File: config.mk
export PLATFORM = sky130hd
export DESIGN_NAME = gpio_sweep_sequencer
export DESIGN_NICKNAME = d
export VERILOG_FILES = /design/src/rtl/gpio_sweep_sequencer.sv
export SDC_FILE = /design/constraint.sdc
export NUM_CORES = 1
export LEC_CHECK = 0
export ABC_AREA = 1
export CAP_MARGIN = 20
export CORE_ASPECT_RATIO = 0.9
export CORE_MARGIN = 4
export CORE_UTILIZATION = 35
export DETAILED_ROUTE_END_ITERATION = 10
export PLACE_DENSITY = 0.6
export RECOVER_POWER = 50
export SKIP_LAST_GASP = 1
export SLEW_MARGIN = 15
export SYNTH_ARGS = -nofsm -noshare
export SYNTH_HDL_FRONTEND = slang
export SYNTH_SLANG_ARGS = --single-unit
File: constraint.sdc
create_clock -name clk -period 5.55 [get_ports clk]
set_clock_uncertainty 0.2 [all_clocks]
set_input_delay 1.3875 -clock clk [delete_from_list [all_inputs] [get_ports clk]]
set_output_delay 1.3875 -clock clk [all_outputs]
set_load 0.005 [all_outputs]
File: src/rtl/gpio_sweep_sequencer.sv
// Self-test stimulus sequencer: sweeps every {sel,sw} code onto the GPIO
// inputs, waits for a completion strobe and streams out one result record per code.
module gpio_sweep_sequencer #(
    parameter int SW_W    = 4,
    parameter int SEL_W   = 1,
    parameter int RES_W   = 32,
    parameter int SETTLE  = 2,
    parameter int TIMEOUT = 1024,
    parameter int CNT_W   = 16
) (
    input  logic                  clk,
    input  logic                  rst,
    input  logic                  start,
    input  logic                  abort,
    input  logic                  dut_done,
    input  logic                  dut_err,
    input  logic [RES_W-1:0]      dut_res,
    output logic [SW_W-1:0]       stim_sw,
    output logic [SEL_W-1:0]      stim_sel,
    output logic                  res_valid,
    input  logic                  res_ready,
    output logic [SW_W+SEL_W-1:0] res_idx,
    output logic [RES_W-1:0]      res_data,
    output logic                  res_err,
    output logic                  res_tmo,
    output logic                  busy,
    output logic                  finished,
    output logic [CNT_W-1:0]      err_cnt,
    output logic [CNT_W-1:0]      tmo_cnt
);

    localparam int IW  = SW_W + SEL_W;
    localparam int SCW = (SETTLE > 1) ? $clog2(SETTLE) : 1;
    localparam int TCW = $clog2(TIMEOUT);

    typedef enum logic [2:0] {
        S_IDLE,
        S_SETTLE,
        S_WAIT,
        S_REPORT,
        S_FINISH
    } state_t;

    state_t             state_q, state_d;
    logic [IW-1:0]      idx_q, idx_d;
    logic [IW-1:0]      stim_q, stim_d;
    logic [SCW-1:0]     scnt_q, scnt_d;
    logic [TCW-1:0]     wcnt_q, wcnt_d;
    logic               rvalid_q, rvalid_d;
    logic [RES_W-1:0]   rdata_q, rdata_d;
    logic               rerr_q, rerr_d;
    logic               rtmo_q, rtmo_d;
    logic               busy_q, busy_d;
    logic               fin_q, fin_d;
    logic [CNT_W-1:0]   errc_q, errc_d;
    logic [CNT_W-1:0]   tmoc_q, tmoc_d;

    // Next-state and next-output logic; abort overrides every transition.
    always_comb begin
        state_d  = state_q;
        idx_d    = idx_q;
        stim_d   = stim_q;
        scnt_d   = scnt_q;
        wcnt_d   = wcnt_q;
        rvalid_d = rvalid_q;
        rdata_d  = rdata_q;
        rerr_d   = rerr_q;
        rtmo_d   = rtmo_q;
        busy_d   = busy_q;
        fin_d    = fin_q;
        errc_d   = errc_q;
        tmoc_d   = tmoc_q;
        if (abort) begin
            state_d  = S_IDLE;
            stim_d   = '0;
            rvalid_d = 1'b0;
            busy_d   = 1'b0;
            fin_d    = 1'b0;
        end else begin
            unique case (state_q)
                S_IDLE, S_FINISH: begin
                    if (start) begin
                        state_d = S_SETTLE;
                        idx_d   = '0;
                        stim_d  = '0;
                        scnt_d  = '0;
                        errc_d  = '0;
                        tmoc_d  = '0;
                        fin_d   = 1'b0;
                        busy_d  = 1'b1;
                    end
                end
                S_SETTLE: begin
                    // done seen here belongs to the previous code
                    if (scnt_q == SCW'(SETTLE - 1)) begin
                        state_d = S_WAIT;
                        wcnt_d  = '0;
                    end else begin
                        scnt_d = scnt_q + 1'b1;
                    end
                end
                S_WAIT: begin
                    if (dut_done) begin
                        state_d  = S_REPORT;
                        rdata_d  = dut_res;
                        rerr_d   = dut_err;
                        rtmo_d   = 1'b0;
                        rvalid_d = 1'b1;
                    end else if (wcnt_q == TCW'(TIMEOUT - 1)) begin
                        state_d  = S_REPORT;
                        rdata_d  = '0;
                        rerr_d   = 1'b0;
                        rtmo_d   = 1'b1;
                        rvalid_d = 1'b1;
                    end else begin
                        wcnt_d = wcnt_q + 1'b1;
                    end
                end
                S_REPORT: begin
                    if (res_ready) begin
                        rvalid_d = 1'b0;
                        if (rerr_q && (errc_q != '1)) begin
                            errc_d = errc_q + 1'b1;
                        end
                        if (rtmo_q && (tmoc_q != '1)) begin
                            tmoc_d = tmoc_q + 1'b1;
                        end
                        if (idx_q == '1) begin
                            state_d = S_FINISH;
                            busy_d  = 1'b0;
                            fin_d   = 1'b1;
                        end else begin
                            state_d = S_SETTLE;
                            idx_d   = idx_q + 1'b1;
                            stim_d  = idx_q + 1'b1;
                            scnt_d  = '0;
                        end
                    end
                end
                default: begin
                    state_d = S_IDLE;
                end
            endcase
        end
    end

    // State and registered outputs, cleared asynchronously by rst low.
    always_ff @(posedge clk or negedge rst) begin
        if (!rst) begin
            state_q  <= S_IDLE;
            idx_q    <= '0;
            stim_q   <= '0;
            scnt_q   <= '0;
            wcnt_q   <= '0;
            rvalid_q <= 1'b0;
            rdata_q  <= '0;
            rerr_q   <= 1'b0;
            rtmo_q   <= 1'b0;
            busy_q   <= 1'b0;
            fin_q    <= 1'b0;
            errc_q   <= '0;
            tmoc_q   <= '0;
        end else begin
            state_q  <= state_d;
            idx_q    <= idx_d;
            stim_q   <= stim_d;
            scnt_q   <= scnt_d;
            wcnt_q   <= wcnt_d;
            rvalid_q <= rvalid_d;
            rdata_q  <= rdata_d;
            rerr_q   <= rerr_d;
            rtmo_q   <= rtmo_d;
            busy_q   <= busy_d;
            fin_q    <= fin_d;
            errc_q   <= errc_d;
            tmoc_q   <= tmoc_d;
        end
    end

    assign stim_sw   = stim_q[SW_W-1:0];
    assign stim_sel  = stim_q[IW-1:SW_W];
    assign res_valid = rvalid_q;
    assign res_idx   = idx_q;
    assign res_data  = rdata_q;
    assign res_err   = rerr_q;
    assign res_tmo   = rtmo_q;
    assign busy      = busy_q;
    assign finished  = fin_q;
    assign err_cnt   = errc_q;
    assign tmo_cnt   = tmoc_q;

endmodule

==> results of run 1 <==
flip-flops by register name (all words and copies together) (netlist names), 3 cells and up:
register	count
tmo_cnt	16
state_q	3
stim_q	5
res_idx	5
wcnt_q	10
res_data	32
err_cnt	16
power by group:
part,internal (mW),total [mW],switching [mW],leakage [nW]
registers,0.835,0.944,0.109,1.25
logic,0.338,0.747,0.409,1.80
clock network,0.380,0.656,0.277,0.158
total,1.55,2.35,0.795,3.20
cells in the final DEF (no fill, tap or decap):
master	synthesis	final
sky130_fd_sc_hd__nand2_1	301	301
sky130_fd_sc_hd__dfrtp_1	93	93
sky130_fd_sc_hd__clkdlybuf4s50_1	0	79
sky130_fd_sc_hd__nor2_1	53	54
sky130_fd_sc_hd__inv_1	41	41
sky130_fd_sc_hd__nand3_1	38	38
sky130_fd_sc_hd__dlygate4sd3_1	0	37
sky130_fd_sc_hd__nand4_1	25	25
sky130_fd_sc_hd__o21ai_0	15	15
sky130_fd_sc_hd__xor2_1	11	11
sky130_fd_sc_hd__clkbuf_16	0	9
sky130_fd_sc_hd__a21oi_1	6	6
sky130_fd_sc_hd__o21ai_1	6	6
sky130_fd_sc_hd__nor2_2	6	5
sky130_fd_sc_hd__nor3_1	5	5
sky130_fd_sc_hd__xnor2_1	5	5
sky130_fd_sc_hd__ha_1	5	5
sky130_fd_sc_hd__or2_2	3	3
sky130_fd_sc_hd__nand2_2	3	3
sky130_fd_sc_hd__o21ai_2	3	3
sky130_fd_sc_hd__nand2_4	3	3
sky130_fd_sc_hd__nand3b_1	3	3
sky130_fd_sc_hd__clkinv_4	0	3
sky130_fd_sc_hd__buf_4	3	3
sky130_fd_sc_hd__clkinv_1	2	2
sky130_fd_sc_hd__inv_2	2	2
sky130_fd_sc_hd__nand3_2	2	2
sky130_fd_sc_hd__clkbuf_8	0	2
sky130_fd_sc_hd__nor4_1	1	1
sky130_fd_sc_hd__a31oi_1	1	1
sky130_fd_sc_hd__nor2_8	1	1
sky130_fd_sc_hd__a21o_1	1	1
sky130_fd_sc_hd__o21a_1	1	1
sky130_fd_sc_hd__bufinv_16	0	1
sky130_fd_sc_hd__inv_8	0	1
sky130_fd_sc_hd__clkbuf_1	4	1
kinds of logic (layout without fill, tap and decap cells):
| group | count (synthesis) | count (layout) | synth area share [%] |
|---|---|---|---|
| simple gates | 444 | 444 | 38.7 |
| xor+xnor | 16 | 16 | 2.89 |
| flops | 93 | 93 | 48.0 |
| fa+ha+maj | 5 | 5 | 1.29 |
| compound gates | 33 | 33 | 3.77 |
| buf+inv | 60 | 181 | 5.34 |
final cells by class:
cell class	count	area, µm²	area share [%]
Sequential cell	93	2330	35.9
Multi-Input combinational cell	498	2260	34.9
Tap cell	168	210	3.25
Timing Repair Buffer	120	1190	18.3
Clock inverter	5	67.6	1.04
Inverter	45	169	2.61
Clock buffer	11	253	3.90
per-layer routing:
| metal | share of wire (%) | track usage [%] | up-vias |
|---|---|---|---|
| met4 | 1.5 | 5.38 | 0 |
| met5 | 0 | 0 | - |
| li1 | - | - | 2293 |
| met2 | 45 | 25.2 | 119 |
| met1 | 48 | 21.6 | 2092 |
| met3 | 5.8 | 5.07 | 15 |
how the worst max path moves through the flow:
stage / from / to / slack [ps]
after floorplan: abort / res_idx[3]$_DFFE_PN0P_ / 3100
after global placement: abort / res_tmo$_DFFE_PN0P_ / 2250
after detailed placement: abort / res_data[23]$_DFFE_PN0P_ / 2230
after CTS: tmo_cnt[10]$_DFFE_PN0P_ / tmo_cnt[10] / 2540
after global routing: rst / err_cnt[5]$_DFFE_PN0P_ / 1440
final: rst / tmo_cnt[2]$_DFFE_PN0P_ / 2040
==> insert_results.sql, run 1 <==
INSERT INTO impl_metrics (metric_group, metric, value, unit) VALUES
('run_status', 'outcome', 'finished with violations', ''),
('run_status', 'failing_checks', 'max-capacitance violations, max-slew violations', ''),
('timing', 'hold_viol_final', '0', ''),
('clock_tree', 'cts-root-buf', 'sky130_fd_sc_hd__clkbuf_16', ''),
('routing', 'wl', '12.4', 'mm'),
('timing', 'min_setup_slack_post_route', '2040', 'ps'),
('clock_tree', 'cts_buffer_depth', '2', ''),
('die', 'ios', '118', ''),
('place', 'area_after_dpl', '0.00616', 'mm²'),
('routing', 'post_drt_wl_per_cell', '13.2', 'µm'),
('synthesis', 'netlist_top_cells_count', 'sky130_fd_sc_hd__nand2_1 (301), sky130_fd_sc_hd__dfrtp_1 (93), sky130_fd_sc_hd__nor2_1 (53)', ''),
('timing', 'final.setup.tns', '0', 'ps'),
('job', 'timing.max_cap.violations', '1', ''),
('setup_path', 'crit_required', '5440', 'ps'),
('cells_and_area', 'post-route-util', '48.1', '%'),
('place', 'port_buffers', '117', ''),
('clock_tree', 'clk_latency', '350', 'ps'),
('cells_and_area', 'finish.cell_count_without_fillers', '940', ''),
('cells_and_area', 'drive_gt1_share', '5.31', '%'),
('cells_and_area', 'nNetsFinal', '811', ''),
('die', 'overall_die_width', '132', 'µm'),
('setup_path', 'timing.reg2reg.setup_slack', '3150', 'ps'),
('timing', 'tightestPinTransition', '1870', 'ps'),
('clock_tree', 'postCtsSetupBuffers', '0', ''),
('synthesis', 'cell_with_the_most_instances_after_synthesis', 'sky130_fd_sc_hd__nand2_1', ''),
('setup_path', 'worst_r2r_startpoint', 'state_q[1]$_DFFE_PN0P_', ''),
('setup_path', 'crit_chain', 'buf_4 -> clkbuf_1', ''),
('grt', 'first_global_vias', '4376', ''),
('timing', 'fmaxAchievable', '285', 'MHz'),
('synthesis', 'synth_top_area_share', '48.0', '%'),
('synthesis', 'synth.distinct_cells', '31', ''),
('place', 'dp_cells', '924', ''),
('timing', 'drv_slew', '34', ''),
('setup_path', 'path_depth_of_the_worst_reg2reg_path', '8', ''),
('timing', 'grt_setup_unrepaired', 'false', ''),
('grt', 'antenna_found_initial', '0', ''),
('timing', 'fin_crit_sh', '63.2', '%'),
('clock_tree', 'cts-buffers-inserted', '9', ''),
('clock_tree', 'worst_setup_hold_path_clk_slew', '70', 'ps'),
('timing', 'period_needed', '3510', 'ps'),
('cells_and_area', 'n_antenna_cell', '0', ''),
('timing', 'worst_slew_margin_rel', '-24.8', '%'),
('routing', 'detail_route.drc_violations', '0', ''),
('synthesis', 'yosys_most_used_dff', 'sky130_fd_sc_hd__dfrtp_1', ''),
('setup_path', 'path_max_fanout', '61', ''),
('setup_path', 'critical_path.top_delay_family', 'buffers and inverters', ''),
('grt', 'grt_overflow_total', '0', ''),
('power', 'design_power_total', '2.35', 'mW'),
('synthesis', 'number_of_enable_type_register_cells_in_the_synthesized_netlist', '0', ''),
('power', 'peakVddDrop', '0.241', 'mV'),
('routing', 'drt_iter0_markers', '357', ''),
('cells_and_area', 'area_delta_synth_final', '33.5', '%'),
('clock_tree', 'ctsHoldBuffers', '0', ''),
('routing', 'routed_via_density', '4.81', ''),
('setup_path', 'worstPathArrival', '3400', 'ps'),
('timing', 'count_of_endpoints_failing_setup_in_the_final_report', '0', ''),
('clock_tree', 'cts.htree.levels', '3', ''),
('place', 'pre_cts_slack', '2230', 'ps'),
('place', 'post-dp-hpwl', '8.88', 'mm'),
('grt', 'first_pass_grt_wire_length', '21.1', 'mm'),
('power', 'power_per_cell_area', '363', 'mW/mm²'),
('setup_path', 'worstSetupEndpointType', 'asynchronous set/reset pin', ''),
('synthesis', 'synth-async-reset-ratio', '100', '%'),
('synthesis', 'postSynthCellCount', '651', ''),
('setup_path', 'worstSetupPathDepth', '2', ''),
('synthesis', 'synth_area_per_cell', '7.45', 'µm²'),
('place', 'finalWeightedCongestion', '0.794', ''),
('timing', 'hold_ws', '269', 'ps'),
('setup_path', 'slowest_delay', '1410', 'ps'),
('setup_path', 'cp_slowest_cell', 'sky130_fd_sc_hd__clkbuf_1', ''),
('die', 'die_height', '120', 'µm');
(Power assumes the default switching activity.)
==> run 2: changes to the inputs <==
Clock period 5.55 ns to 3.7 ns, I/O delays scaled along.
==> run 2 against run 1 <==
The run still ends with max-capacitance violations, max-slew violations left. Clock power is 37% higher. Worst setup slack worse by 880 ps. Register-to-register slack worse by 1900 ps. Cell area is 0.23% lower. Routed wire length is 0.60% lower. Sequential cell count stayed put. Sequential share of layout area is 0.084 points higher. Critical path depth is 1 lower. Critical path type is now reg -> out. Critical endpoint is now tmo_cnt[10].
==> insert_results.sql, run 2 (synthesis results as in run 1) <==
INSERT INTO impl_metrics (metric_group, metric, value, unit) VALUES
('clock_tree', 'cts.htree.levels', '3', ''),
('setup_path', 'critical_path_buf_inv_count', '1', ''),
('routing', 'detail_route.drc_violations', '0', ''),
('setup_path', 'worstSetupPathDepth', '1', ''),
('timing', 'worst_slew_margin_rel', '-3.13', '%'),
('clock_tree', 'cts-root-buf', 'sky130_fd_sc_hd__clkbuf_16', ''),
('cells_and_area', 'n_antenna_cell', '0', ''),
('cells_and_area', 'post-route-util', '48.0', '%'),
('clock_tree', 'postCtsResizedCells', '0', ''),
('worst_hold_path', 'timing.hold.worst.start', 'res_data[12]$_DFFE_PN0P_', ''),
('die', 'overall_die_width', '132', 'µm'),
('clock_tree', 'cts-buffers-inserted', '9', ''),
('place', 'finalWeightedCongestion', '0.805', ''),
('timing', 'drv_slew', '61', ''),
('timing', 'period_needed', '2540', 'ps'),
('setup_path', 'critical_path.top_delay_family', 'buffers and inverters', ''),
('cells_and_area', 'n_fill_cell', '1305', ''),
('grt', 'grt_overflow_total', '0', ''),
('job', 'timing.max_cap.violations', '1', ''),
('worst_hold_path', 'holdPathStages', '2', ''),
('cells_and_area', 'layout_common_cells', 'sky130_fd_sc_hd__nand2_1 (301), sky130_fd_sc_hd__dfrtp_1 (93), sky130_fd_sc_hd__clkdlybuf4s50_1 (79), sky130_fd_sc_hd__nor2_1 (54), sky130_fd_sc_hd__inv_1 (41)', ''),
('timing', 'count_of_endpoints_failing_setup_in_the_final_report', '0', ''),
('die', 'total_number_of_placement_rows', '40', ''),
('power', 'cellLeakagePower', '3.18', 'nW'),
('grt', 'first_global_vias', '4577', ''),
('clock_tree', 'worst_setup_hold_path_clk_slew', '80', 'ps'),
('setup_path', 'worst_r2r_startpoint', 'wcnt_q[0]$_DFFE_PN0P_', ''),
('setup_path', 'crit_type', 'reg -> out', ''),
('setup_path', 'crit_required', '2570', 'ps'),
('die', 'ios', '118', ''),
('routing', 'routed_via_density', '4.84', ''),
('clock_tree', 'clk_latency', '350', 'ps'),
('routing', 'drt_pre_antenna_iters', '5', ''),
('die', 'die_area', '0.0158', 'mm²'),
('grt', 'antenna_found_initial', '0', ''),
('clock_tree', 'ctsHoldBuffers', '0', ''),
('grt', 'grt_start_max_net_pins', '62', ''),
('setup_path', 'path_depth_of_the_worst_reg2reg_path', '8', ''),
('timing', 'final.setup.tns', '0', 'ps'),
('timing', 'tightestPinTransition', '1550', 'ps'),
('setup_path', 'r2r-end', 'res_data[5]$_DFFE_PN0P_', ''),
('timing', 'hold_viol_final', '0', ''),
('clock_tree', 'cts_tree', 'built', ''),
('clock_tree', 'cts_buffer_depth', '2', ''),
('routing', 'wl', '12.3', 'mm'),
('timing', 'fmaxAchievable', '394', 'MHz'),
('run_status', 'outcome', 'finished with violations', ''),
('power', 'power_per_cell_area', '531', 'mW/mm²'),
('clock_tree', 'postCtsSetupBuffers', '0', ''),
('cells_and_area', 'area_delta_synth_final', '33.2', '%'),
('setup_path', 'slowest_delay', '570', 'ps'),
('setup_path', 'worstPathArrival', '1410', 'ps'),
('routing', 'via_count', '4549', ''),
('timing', 'grt_setup_unrepaired', 'false', ''),
('routing', 'drt_iter0_markers', '335', ''),
('setup_path', 'crit_chain', 'clkdlybuf4s50_1', ''),
('setup_path', 'timing.reg2reg.setup_slack', '1290', 'ps'),
('setup_path', 'path_max_fanout', '6', ''),
('grt', 'first_pass_grt_wire_length', '21.2', 'mm'),
('power', 'design_power_total', '3.43', 'mW'),
('worst_hold_path', 'worstHoldPathType', 'reg -> reg', ''),
('cells_and_area', 'largest_register_ff_count', '32', ''),
('run_status', 'failing_checks', 'max-capacitance violations, max-slew violations', ''),
('place', 'port_buffers', '117', ''),
('worst_hold_path', 'hold_end', 'res_data[12]$_DFFE_PN0P_', ''),
('setup_path', 'start_kind', 'flip-flop', ''),
('clock_tree', 'cts.sinks', '93', ''),
('routing', 'post_drt_wl_per_cell', '13.1', 'µm'),
('die', 'core_area', '0.0135', 'mm²'),
('power', 'peakVddDrop', '0.287', 'mV'),
('die', 'initial_utilization', '36.0', '%'),
('cells_and_area', 'layout.cells.most_common', 'sky130_fd_sc_hd__nand2_1', ''),
('place', 'post-dp-hpwl', '8.81', 'mm'),
('cells_and_area', 'nNetsFinal', '811', ''),
('grt', 'grt_use_total', '16.3', '%'),
('routing', 'antenna_violating_nets_post_route', '0', ''),
('timing', 'fin_crit_sh', '68.6', '%'),
('setup_path', 'cp_slowest_cell', 'sky130_fd_sc_hd__clkdlybuf4s50_1', ''),
('die', 'die_height', '120', 'µm'),
('setup_path', 'worstSetupEndpointType', 'output pin', ''),
('cells_and_area', 'drive_gt1_share', '5.44', '%');
[run 2: stage by stage]
stage,instance area [µm²],cells,hold WS [ps],worst slack [ps]
floorplan,4850,651,264,1710
global placement,6170,924,253,865
detailed placement,6170,924,258,821
CTS,6460,940,277,1160
global route,6460,940,295,1010
finish,6460,940,268,1160
[run 2: layout make-up]
class                   instances  area, µm²  share of cell area (%)
flip-flops and latches         93       2330                    36.0
multi-input cells             498       2260                    35.0
repair buffers                120       1200                    18.6
clock buffers                   9        225                    3.49
well taps                     168        210                    3.25
inverters                      45        169                    2.61
clock inverters                 7       66.3                    1.03
[run 2: tightest hold or removal path, stage by stage (launching register included)]
cell and delay (ps):
sky130_fd_sc_hd__dfrtp_1 340, sky130_fd_sc_hd__nand2_1 50, sky130_fd_sc_hd__nand2_1 50
[run 2: metal layers]
metal	global-route usage (%)	share of wire (%)
met5	0	0
met4	5.25	1.3
met3	5.11	7.3
met2	26.3	45
met1	20.9	47
[run 2: worst max path at each step]
stage                             from                       end
4_1_cts         tmo_cnt[8]$_DFFE_PN0P_                tmo_cnt[8]
2_1_floorplan                    abort    res_idx[3]$_DFFE_PN0P_
6_report       tmo_cnt[10]$_DFFE_PN0P_               tmo_cnt[10]
3_5_place_dp                     abort  res_data[30]$_DFFE_PN0P_
5_1_grt          wcnt_q[0]$_DFFE_PN0P_       res_tmo$_DFFE_PN0P_
3_3_place_gp                     abort       res_tmo$_DFFE_PN0P_
[run 2: power breakdown]
group          internal, mW  switching, mW  total, mW
Clock                 0.471          0.429      0.900
Combinational         0.504          0.609       1.11
Sequential             1.25          0.163       1.42
